==> src/rtl/dmem_access_ctrl.sv <==
// Byte-serial data memory controller: arbitrates two requesters and sequences
// little-endian byte/word loads and stores through a single-byte memory port.
module dmem_access_ctrl #(
    parameter int unsigned MEM_BYTES = 32,
    parameter int unsigned MEM_AW    = 5
) (
    input  logic              clk,
    input  logic              reset,
    input  logic              req0_valid,
    input  logic              req0_write,
    input  logic              req0_word,
    input  logic [31:0]       req0_addr,
    input  logic [31:0]       req0_wdata,
    output logic              req0_ready,
    output logic              req0_done,
    input  logic              req1_valid,
    input  logic              req1_write,
    input  logic              req1_word,
    input  logic [31:0]       req1_addr,
    input  logic [31:0]       req1_wdata,
    output logic              req1_ready,
    output logic              req1_done,
    output logic [31:0]       resp_rdata,
    output logic              resp_err,
    output logic              busy,
    output logic [MEM_AW-1:0] mem_addr,
    output logic              mem_we,
    output logic              mem_re,
    output logic [7:0]        mem_wdata,
    input  logic [7:0]        mem_rdata
);

    localparam logic [1:0] S_IDLE  = 2'd0;
    localparam logic [1:0] S_ISSUE = 2'd1;
    localparam logic [1:0] S_TAIL  = 2'd2;
    localparam logic [1:0] S_RESP  = 2'd3;

    logic [1:0]        r_state;
    logic              r_last_grant;
    logic              r_gnt;
    logic              r_write;
    logic              r_word;
    logic              r_err;
    logic [1:0]        r_k;
    logic              r_cap_pend;
    logic [1:0]        r_cap_k;
    logic [31:0]       r_wdata;
    logic [31:0]       r_rdata;
    logic [MEM_AW-1:0] r_mem_addr;

    logic              w_idle;
    logic              w_issue;
    logic              w_resp;
    logic              w_grant;
    logic              w_accept;
    logic              w_write;
    logic              w_word;
    logic [31:0]       w_addr;
    logic [31:0]       w_wdata;
    logic [32:0]       w_end;
    logic              w_err;
    logic [1:0]        w_last_k;

    always_comb begin
        w_idle  = (r_state == S_IDLE);
        w_issue = (r_state == S_ISSUE);
        w_resp  = (r_state == S_RESP);

        // On a tie the port that was not served last wins.
        w_grant = 1'b0;
        if (req0_valid && req1_valid) begin
            w_grant = ~r_last_grant;
        end else if (req1_valid) begin
            w_grant = 1'b1;
        end

        req0_ready = w_idle && req0_valid && !w_grant;
        req1_ready = w_idle && req1_valid && w_grant;
        w_accept   = req0_ready || req1_ready;

        w_write = w_grant ? req1_write : req0_write;
        w_word  = w_grant ? req1_word  : req0_word;
        w_addr  = w_grant ? req1_addr  : req0_addr;
        w_wdata = w_grant ? req1_wdata : req0_wdata;

        // Last byte touched, computed one bit wider so it cannot wrap.
        w_end    = {1'b0, w_addr} + (w_word ? 33'd3 : 33'd0);
        w_err    = (w_end >= 33'(MEM_BYTES));
        w_last_k = r_word ? 2'd3 : 2'd0;
    end

    always_ff @(posedge clk) begin
        if (reset) begin
            r_state      <= S_IDLE;
            r_last_grant <= 1'b1;
            r_gnt        <= 1'b0;
            r_write      <= 1'b0;
            r_word       <= 1'b0;
            r_err        <= 1'b0;
            r_k          <= 2'd0;
            r_cap_pend   <= 1'b0;
            r_cap_k      <= 2'd0;
            r_wdata      <= 32'd0;
            r_rdata      <= 32'd0;
            r_mem_addr   <= '0;
        end else begin
            // Synchronous memory: the byte read in this cycle lands next cycle.
            r_cap_pend <= w_issue && !r_write;
            r_cap_k    <= r_k;
            if (r_cap_pend) begin
                r_rdata[{r_cap_k, 3'b000} +: 8] <= mem_rdata;
            end

            case (r_state)
                S_IDLE: begin
                    if (w_accept) begin
                        r_gnt        <= w_grant;
                        r_last_grant <= w_grant;
                        r_write      <= w_write;
                        r_word       <= w_word;
                        r_wdata      <= w_wdata;
                        r_err        <= w_err;
                        r_rdata      <= 32'd0;
                        r_k          <= 2'd0;
                        if (w_err) begin
                            r_state <= S_RESP;
                        end else begin
                            r_state    <= S_ISSUE;
                            r_mem_addr <= w_addr[MEM_AW-1:0];
                        end
                    end
                end
                S_ISSUE: begin
                    if (r_k == w_last_k) begin
                        r_state <= r_write ? S_RESP : S_TAIL;
                    end else begin
                        r_k        <= r_k + 2'd1;
                        r_mem_addr <= r_mem_addr + 1'b1;
                    end
                end
                S_TAIL:  r_state <= S_RESP;
                S_RESP:  r_state <= S_IDLE;
                default: r_state <= S_IDLE;
            endcase
        end
    end

    always_comb begin
        mem_addr   = r_mem_addr;
        mem_we     = w_issue && r_write;
        mem_re     = w_issue && !r_write;
        mem_wdata  = mem_we ? r_wdata[{r_k, 3'b000} +: 8] : 8'h00;
        req0_done  = w_resp && !r_gnt;
        req1_done  = w_resp && r_gnt;
        resp_rdata = w_resp ? r_rdata : 32'd0;
        resp_err   = w_resp && r_err;
        busy       = !w_idle;
    end

endmodule

==> config.mk <==
export PLATFORM = sky130hd
export DESIGN_NAME = dmem_access_ctrl
export DESIGN_NICKNAME = d
export VERILOG_FILES = /design/src/rtl/dmem_access_ctrl.sv
export SDC_FILE = /design/constraint.sdc
export NUM_CORES = 1
export LEC_CHECK = 0
export ABC_CLOCK_PERIOD_IN_PS = 5400
export CORE_MARGIN = 2
export CORE_UTILIZATION = 47
export CTS_BUF_LIST = sky130_fd_sc_hd__clkbuf_4
export DETAILED_ROUTE_END_ITERATION = 10
export PLACE_DENSITY = 0.79
export SLEW_MARGIN = 40
export SYNTH_ARGS = -nofsm -noshare
export SYNTH_HDL_FRONTEND = slang
export SYNTH_SLANG_ARGS = --single-unit
export TNS_END_PERCENT = 100
==> constraint.sdc <==
create_clock -name clk -period 5.4 [get_ports clk]
set_clock_uncertainty 0.1 [all_clocks]
set_input_delay 0.81 -clock clk [delete_from_list [all_inputs] [get_ports clk]]
set_output_delay 0.81 -clock clk [all_outputs]
set_load 0.02 [all_outputs]
==> flow_metrics.tcl, run 1 <==
set metrics [dict create \
    synth_xor_area_frac 0.0220 \
    hold_buffers 0 \
    required_ps 4490 \
    cts_tree "yes" \
    yosysMostFrequentCell "dfxtp_1" \
    period_needed_ps 4250 \
    route.detailed.drc 0 \
    io_pins 197 \
    netlist_area_um2 5560 \
    maxSlewHeadroom 0.468 \
    dieWidth_um 113 \
    worstSetupPathType "in2out" \
    grt_pass1_wl_um 29400 \
    finalHoldViolations 0 \
    netlist_instances 682 \
    ir_worst_vdd_uv 327 \
    drv_slew 0 \
    hold_depth 2 \
    ys.flop_type "dfxtp_1" \
    outcome "finished, final reports clean" \
    synth_top_area_share 0.292 \
    yosys_warnings 0 \
    min_path_type "reg2reg" \
    wl_per_cell_um 18.4 \
    cp-start-kind "input pin" \
    antenna_cells 0 \
    path_clk_slew_ps 140 \
    fin_nets 1013 \
    num_rows 39 \
    synthAdderAreaFrac 0.0247 \
    ff2ff_path_depth 13 \
    grt_max_degree 51 \
    htreeDepth 3 \
    clock_path_buffers 2 \
    cts-root-buf "clkbuf_4" \
    place_area_um2 7620 \
    syn2layout_area_growth_pct 39.8 \
    min_to "r_wdata[9]" \
    tightest_slew_ps 791 \
    arrival_ps 3340 \
    die_area_um2 12700 \
    p_leak_nw 2.86 \
    drt_first_pass_iters 5 \
    dr_total_vias 6020 \
    drtAntennaViolNets 0 \
    synth_nets 837 \
    grt_pass1_vias 5712 \
    synth_async_sr_flop_share 0 \
    grt_overflow_total 0 \
    dp_hpwl_um 14500 \
    ys_top_cells_by_count "dfxtp_1, nand2_1, nor2_1, mux2i_1, o21ai_0" \
    coreArea_um2 11500 \
    initial_core_util 0.485 \
    drv_cap 0 \
    powerDensity_nw_per_um2 263 \
    place.gp.congestion 0.952 \
    die_h_um 113 \
    ys_ff_latch 81 \
    cts_resized 0 \
    synth_compound_area_frac 0.211 \
    end_kind "output pin" \
    wirelength_um 18500 \
    synth_area_leaders "dfxtp_1, mux2i_1, nand2_1, and2_1, a22oi_1" \
    port_buffers 196 \
    clock_latency_ps 440 \
    final_area_um2 7770 \
    antenna_found_initial 0 \
    setup-tns-final_ps 0 \
    yosysSeqAreaShare 0.292 \
    cp_max_fo 49 \
    hp-start "r_wdata[9]" \
    fmax_mhz 235 \
    rsz0062_at_grt "no" \
    track_usage 0.286 \
    synth_mux_area_frac 0.140 \
    synth_edf_count 0 \
    synth.avg_cell_area_um2 8.15 \
    worst_r2r_startpoint "r_last_grant" \
    synth.distinct_cells 69 \
    rrSetupSlack_ps 1640 \
    setup_viol 0 \
    synth_top_area_cell "dfxtp_1" \
    fin_crit_sh 0.788 \
    cts_setup_buffers 0 \
    numCtsBuffers 9 \
    synth-simple-area-share 0.274 \
    synth_top_family_by_area "simple AND/OR/NAND/NOR gates" \
    vias_per_cell 5.98 \
    clock_sinks 81 \
    drive_gt1_frac 0.0695 \
    r2r_end "mem_addr[4]" \
    drt_iter0_drc 428 \
]
flip-flops by register name, indices dropped and copies added (netlist names):
name          flops
r_k               2
r_write           1
r_err             1
r_rdata          32
r_wdata          32
r_gnt             1
r_cap_pend        1
mem_addr          5
r_word            1
r_last_grant      1
r_cap_k           2
r_state           2
cell families (layout without fill, tap and decap cells):
logic type,Yosys count,count (layout)
and+or+nand+nor,295,295
AOI/OAI and AO/OA,167,167
DFF,81,81
muxes,66,66
buffers and inverters,48,229
xor gates and xnor gates,14,14
adders and majority gates,11,11
critical path: stages:
cell and delay, ps:
clkdlybuf4s50_1 620, a21bo_4 480, buf_4 640, nor2_1 190, clkdlybuf4s50_1 590
metrics by stage:
step | util | cells | hold WS [ps] | power, mW | setup WS [ps]
after floorplan | - | 682 | 320 | 1.33 | 746
after global placement | 0.663 | 990 | 328 | 1.64 | 881
after detailed placement | 0.665 | 990 | 340 | 1.67 | 765
after CTS | 0.678 | 1006 | 370 | 2.04 | 1170
after global routing | 0.678 | 1006 | 390 | 2.16 | 868
final | 0.678 | 1006 | 370 | 2.04 | 1150
worst max-delay path by stage:
stage               startpoint          end  slack [ps]  depth (start not counted)
finish              req0_valid   req1_ready        1150                          5
global route        req0_valid  mem_addr[4]         870                         14
CTS                 req0_valid   req1_ready        1170                          5
detailed placement  req0_valid  mem_addr[3]         760                         14
global placement    req0_valid  mem_addr[1]         880                         13
floorplan           req1_valid  mem_addr[3]         750                         19
power by group:
part           switching, mW  total (mW)  internal, mW
Combinational          0.475       0.861         0.387
Clock                  0.227       0.372         0.145
Sequential            0.0993       0.808         0.708
area by class of cell:
cell class	count	area, um^2
multi-input combinational	553	3770
fill	917	3690
timing repair buffer	202	2020
sequential	81	1620
tap	143	179
clock inverter	7	78.8
clock buffer	9	67.6
inverter	11	41.3
layer usage:
| layer | part of all wire | vias up | global-route usage |
|---|---|---|---|
| met4 | 0.014 | 0 | 0.0691 |
| met2 | 0.46 | 294 | 0.448 |
| met5 | 0 | - | 0 |
| met3 | 0.089 | 25 | 0.0670 |
| met1 | 0.43 | 2823 | 0.400 |
| li1 | - | 2878 | - |
layout by cell type (no fill, tap or decap), types with 5 or more instances in the layout:
cell type	count
xnor2_1	9
nor4_1	9
nor2_1	68
clkdlybuf4s50_1	196
inv_1	11
o31ai_1	5
or4_1	6
xor2_1	5
o22ai_1	6
mux4_2	8
a22oi_1	34
mux2i_1	55
nand2_1	77
a31oi_1	6
dfxtp_1	81
clkbuf_4	9
a21oi_1	23
buf_4	5
nand3_1	25
and3_1	5
nand4_1	9
and2_1	45
o21ai_0	50
or3_1	6
ha_1	10
o211ai_1	7
nor3_1	15
(Power assumes the default switching activity.)
==> inputs of run 2 (changes only) <==
--- a/config.mk
+++ b/config.mk
@@ -5,12 +5,12 @@
 export SDC_FILE = /design/constraint.sdc
 export NUM_CORES = 1
 export LEC_CHECK = 0
-export ABC_CLOCK_PERIOD_IN_PS = 5400
+export ABC_CLOCK_PERIOD_IN_PS = 3500
 export CORE_MARGIN = 2
-export CORE_UTILIZATION = 47
+export CORE_UTILIZATION = 43
 export CTS_BUF_LIST = sky130_fd_sc_hd__clkbuf_4
 export DETAILED_ROUTE_END_ITERATION = 10
-export PLACE_DENSITY = 0.79
+export PLACE_DENSITY = 0.76
 export SLEW_MARGIN = 40
 export SYNTH_ARGS = -nofsm -noshare
 export SYNTH_HDL_FRONTEND = slang
==> constraint.sdc (replaced) <==
create_clock -name clk -period 3.5 [get_ports clk]
set_clock_uncertainty 0.1 [all_clocks]
set_input_delay 0.525 -clock clk [delete_from_list [all_inputs] [get_ports clk]]
set_output_delay 0.525 -clock clk [all_outputs]
set_load 0.02 [all_outputs]
==> run 2 against run 1 <==
- worst hold slack worse by 8.0 ps
- critical path depth is 8 higher
- sequential power up 55%
- first-iteration DRC count up 46%
- final area rose by 11%
- combinational power grew 66%
- power grew 58%
- flip-flop and latch count stayed put
- highest routed layer unchanged
==> flow_metrics.tcl, run 2 (synthesized netlist as in run 1, its figures left out) <==
set metrics [dict create \
    outcome "finished, final reports clean" \
    syn2layout_area_growth_pct 54.8 \
    cts_tree "yes" \
    wl_met2_um 8920 \
    slowest_stage "clkdlybuf4s50_1" \
    numCtsBuffers 9 \
    end_kind "flip-flop" \
    layout_common_cells "clkdlybuf4s50_1, buf_4, dfxtp_1" \
    hold_buffers 0 \
    die_h_um 118 \
    antenna_cells 0 \
    cts-root-buf "clkbuf_4" \
    p_sw_frac 0.377 \
    fmax_mhz 301 \
    dr_total_vias 6336 \
    hp-start "r_wdata[25]" \
    antenna_found_initial 0 \
    grt_max_degree 38 \
    cp_max_fo 6 \
    seq_power_share 0.388 \
    hold_depth 2 \
    arrival_ps 3550 \
    path_common_cell "nand3_2" \
    worst_r2r_startpoint "r_last_grant" \
    drt_first_pass_iters 5 \
    powerDensity_nw_per_um2 374 \
    r2r_end "mem_addr[1]" \
    num_rows 41 \
    ir_worst_vdd_uv 530 \
    critPathTopFamily "compound AO/OA/AOI/OAI gates" \
    clock_sinks 81 \
    tightest_slew_ps 715 \
    p_int_mw 2.01 \
    period_needed_ps 3320 \
    maxSlewHeadroom 0.523 \
    cpPeakStageDelay_ps 490 \
    wl_met3_um 1560 \
    critPathBufInv 2 \
    ff2ff_path_depth 12 \
    grt_pass1_vias 6136 \
    place.gp.congestion 0.957 \
    vias_per_cell 5.61 \
    io_pins 197 \
    rrSetupSlack_ps 190 \
    worstSetupPathType "in2reg" \
    grt_pass1_wl_um 30800 \
    dp_hpwl_um 15700 \
    min_to "r_wdata[25]" \
    route.detailed.drc 0 \
    track_usage 0.274 \
    coreArea_um2 12600 \
    fin_crit_sh 0.950 \
    htreeDepth 3 \
    drtAntennaViolNets 0 \
    path_clk_slew_ps 120 \
    final_common_cell "clkdlybuf4s50_1" \
    clock_path_buffers 2 \
    clock_latency_ps 440 \
    p_comb_frac 0.445 \
    fin_cells 1130 \
    cp-start-kind "input pin" \
    dieWidth_um 118 \
    drt_iter0_drc 627 \
    die_area_um2 13900 \
    cp_num_cells 13 \
    wl_per_cell_um 17.2 \
    min_path_type "reg2reg" \
    setup_viol 0 \
    dp.cells 1110 \
    wirelength_met1_um 8610 \
    fin_nets 1108 \
    switchingPower_mw 1.21 \
    wirelength_um 19400 \
    p_total_mw 3.22 \
    required_ps 3730 \
    drive_gt1_frac 0.173 \
    initial_core_util 0.441 \
    p_leak_nw 3.37 \
    grt_overflow_total 0 \
    drv_slew 0 \
    port_buffers 196 \
    clkPwrFrac 0.167 \
    drv_cap 0 \
    finalHoldViolations 0 \
    path_cells "clkdlybuf4s50_1 -> buf_4 -> nand3_2 -> nand2_1 -> ha_2 -> a21oi_2 -> nor3_4 -> o221ai_4 -> o31ai_2 -> nand3_2 -> a2111oi_4 -> a41oi_4 -> o41ai_2" \
    top_layer "met4" \
]
-- run 2: changes by cell type in the layout (fill, tap and decap cells not counted), moves of 3 or more --
| cell | delta |
|---|---|
| clkbuf_4 | +3 |
| dlymetal6s2s_1 | +4 |
| clkdlybuf4s50_1 | -4 |
| clkinv_4 | -4 |
| buf_4 | +93 |
| nand3_2 | +3 |
| nand3_1 | -3 |
-- run 2: area by class of cell --
cell class / instances / area (um^2)
Sequential cell: 81 / 1630
Fill cell: 1069 / 4010
Multi-Input combinational cell: 553 / 3840
Inverter: 11 / 41.3
Clock inverter: 4 / 43.8
Tap cell: 172 / 215
Timing Repair Buffer: 297 / 2760
Clock buffer: 12 / 90.1
-- run 2: worst max path at each step --
| stage | from | slack (ps) | end |
|---|---|---|---|
| floorplan | req1_valid | -260 | mem_addr[3] |
| global placement | req1_valid | -380 | mem_addr[3] |
| detailed placement | req1_valid | -540 | mem_addr[3] |
| CTS | req0_valid | 10 | mem_addr[1] |
| global route | r_last_grant | -20 | mem_addr[3] |
| finish | req0_word | 180 | mem_addr[1] |
-- run 2: routing by layer --
metal	vias to the layer above	track usage
met4	0	0.0708
met3	34	0.0722
met1	2957	0.364
met5	-	0
li1	3071	-
met2	274	0.440
-- run 2: stage by stage --
| step | instance area (um^2) | hold WS, ps | worst slack, ps | setup TNS, ps | util |
|---|---|---|---|---|---|
| final | 8610 | 362 | 176 | 0 | 0.682 |
| after global routing | 8610 | 388 | -21.7 | -33.4 | 0.682 |
| after global placement | 8390 | 331 | -383 | -2350 | 0.665 |
| after CTS | 8530 | 367 | 10.6 | 0 | 0.676 |
| after detailed placement | 8390 | 340 | -543 | -3210 | 0.665 |
| after floorplan | 5680 | 320 | -257 | -1420 | - |
-- run 2: power groups by stage --
| stage | clock [mW] | combinational (mW) | sequential, mW |
|---|---|---|---|
| 6_report | 0.538 | 1.43 | 1.25 |
| 4_1_cts | 0.548 | 1.41 | 1.24 |
| 5_1_grt | 0.588 | 1.55 | 1.27 |
| 3_5_place_dp | 0 | 1.40 | 1.26 |
| 3_3_place_gp | 0 | 1.36 | 1.25 |
| 2_1_floorplan | 0 | 0.838 | 1.23 |
-- run 2: worst register-to-register path, stage by stage (launching register included) --
cell and delay [ps]:
dfxtp_4 390, a21boi_4 240, nand3_1 110, nand2_1 80, ha_2 180, a21oi_2 50, nor3_4 440, o221ai_4 210
o31ai_2 300, nand3_2 120, a2111oi_4 370, a41oi_4 250, o41ai_2 350
-- run 2: repair_timing --
item | in CTS | in global routing
hold endpoints to repair | 0 | 0
buffers inserted | 0 | 4
resized for setup | 2 | 17
pin swaps | 0 | 14
endpoints found under the setup margin | 5 | 7
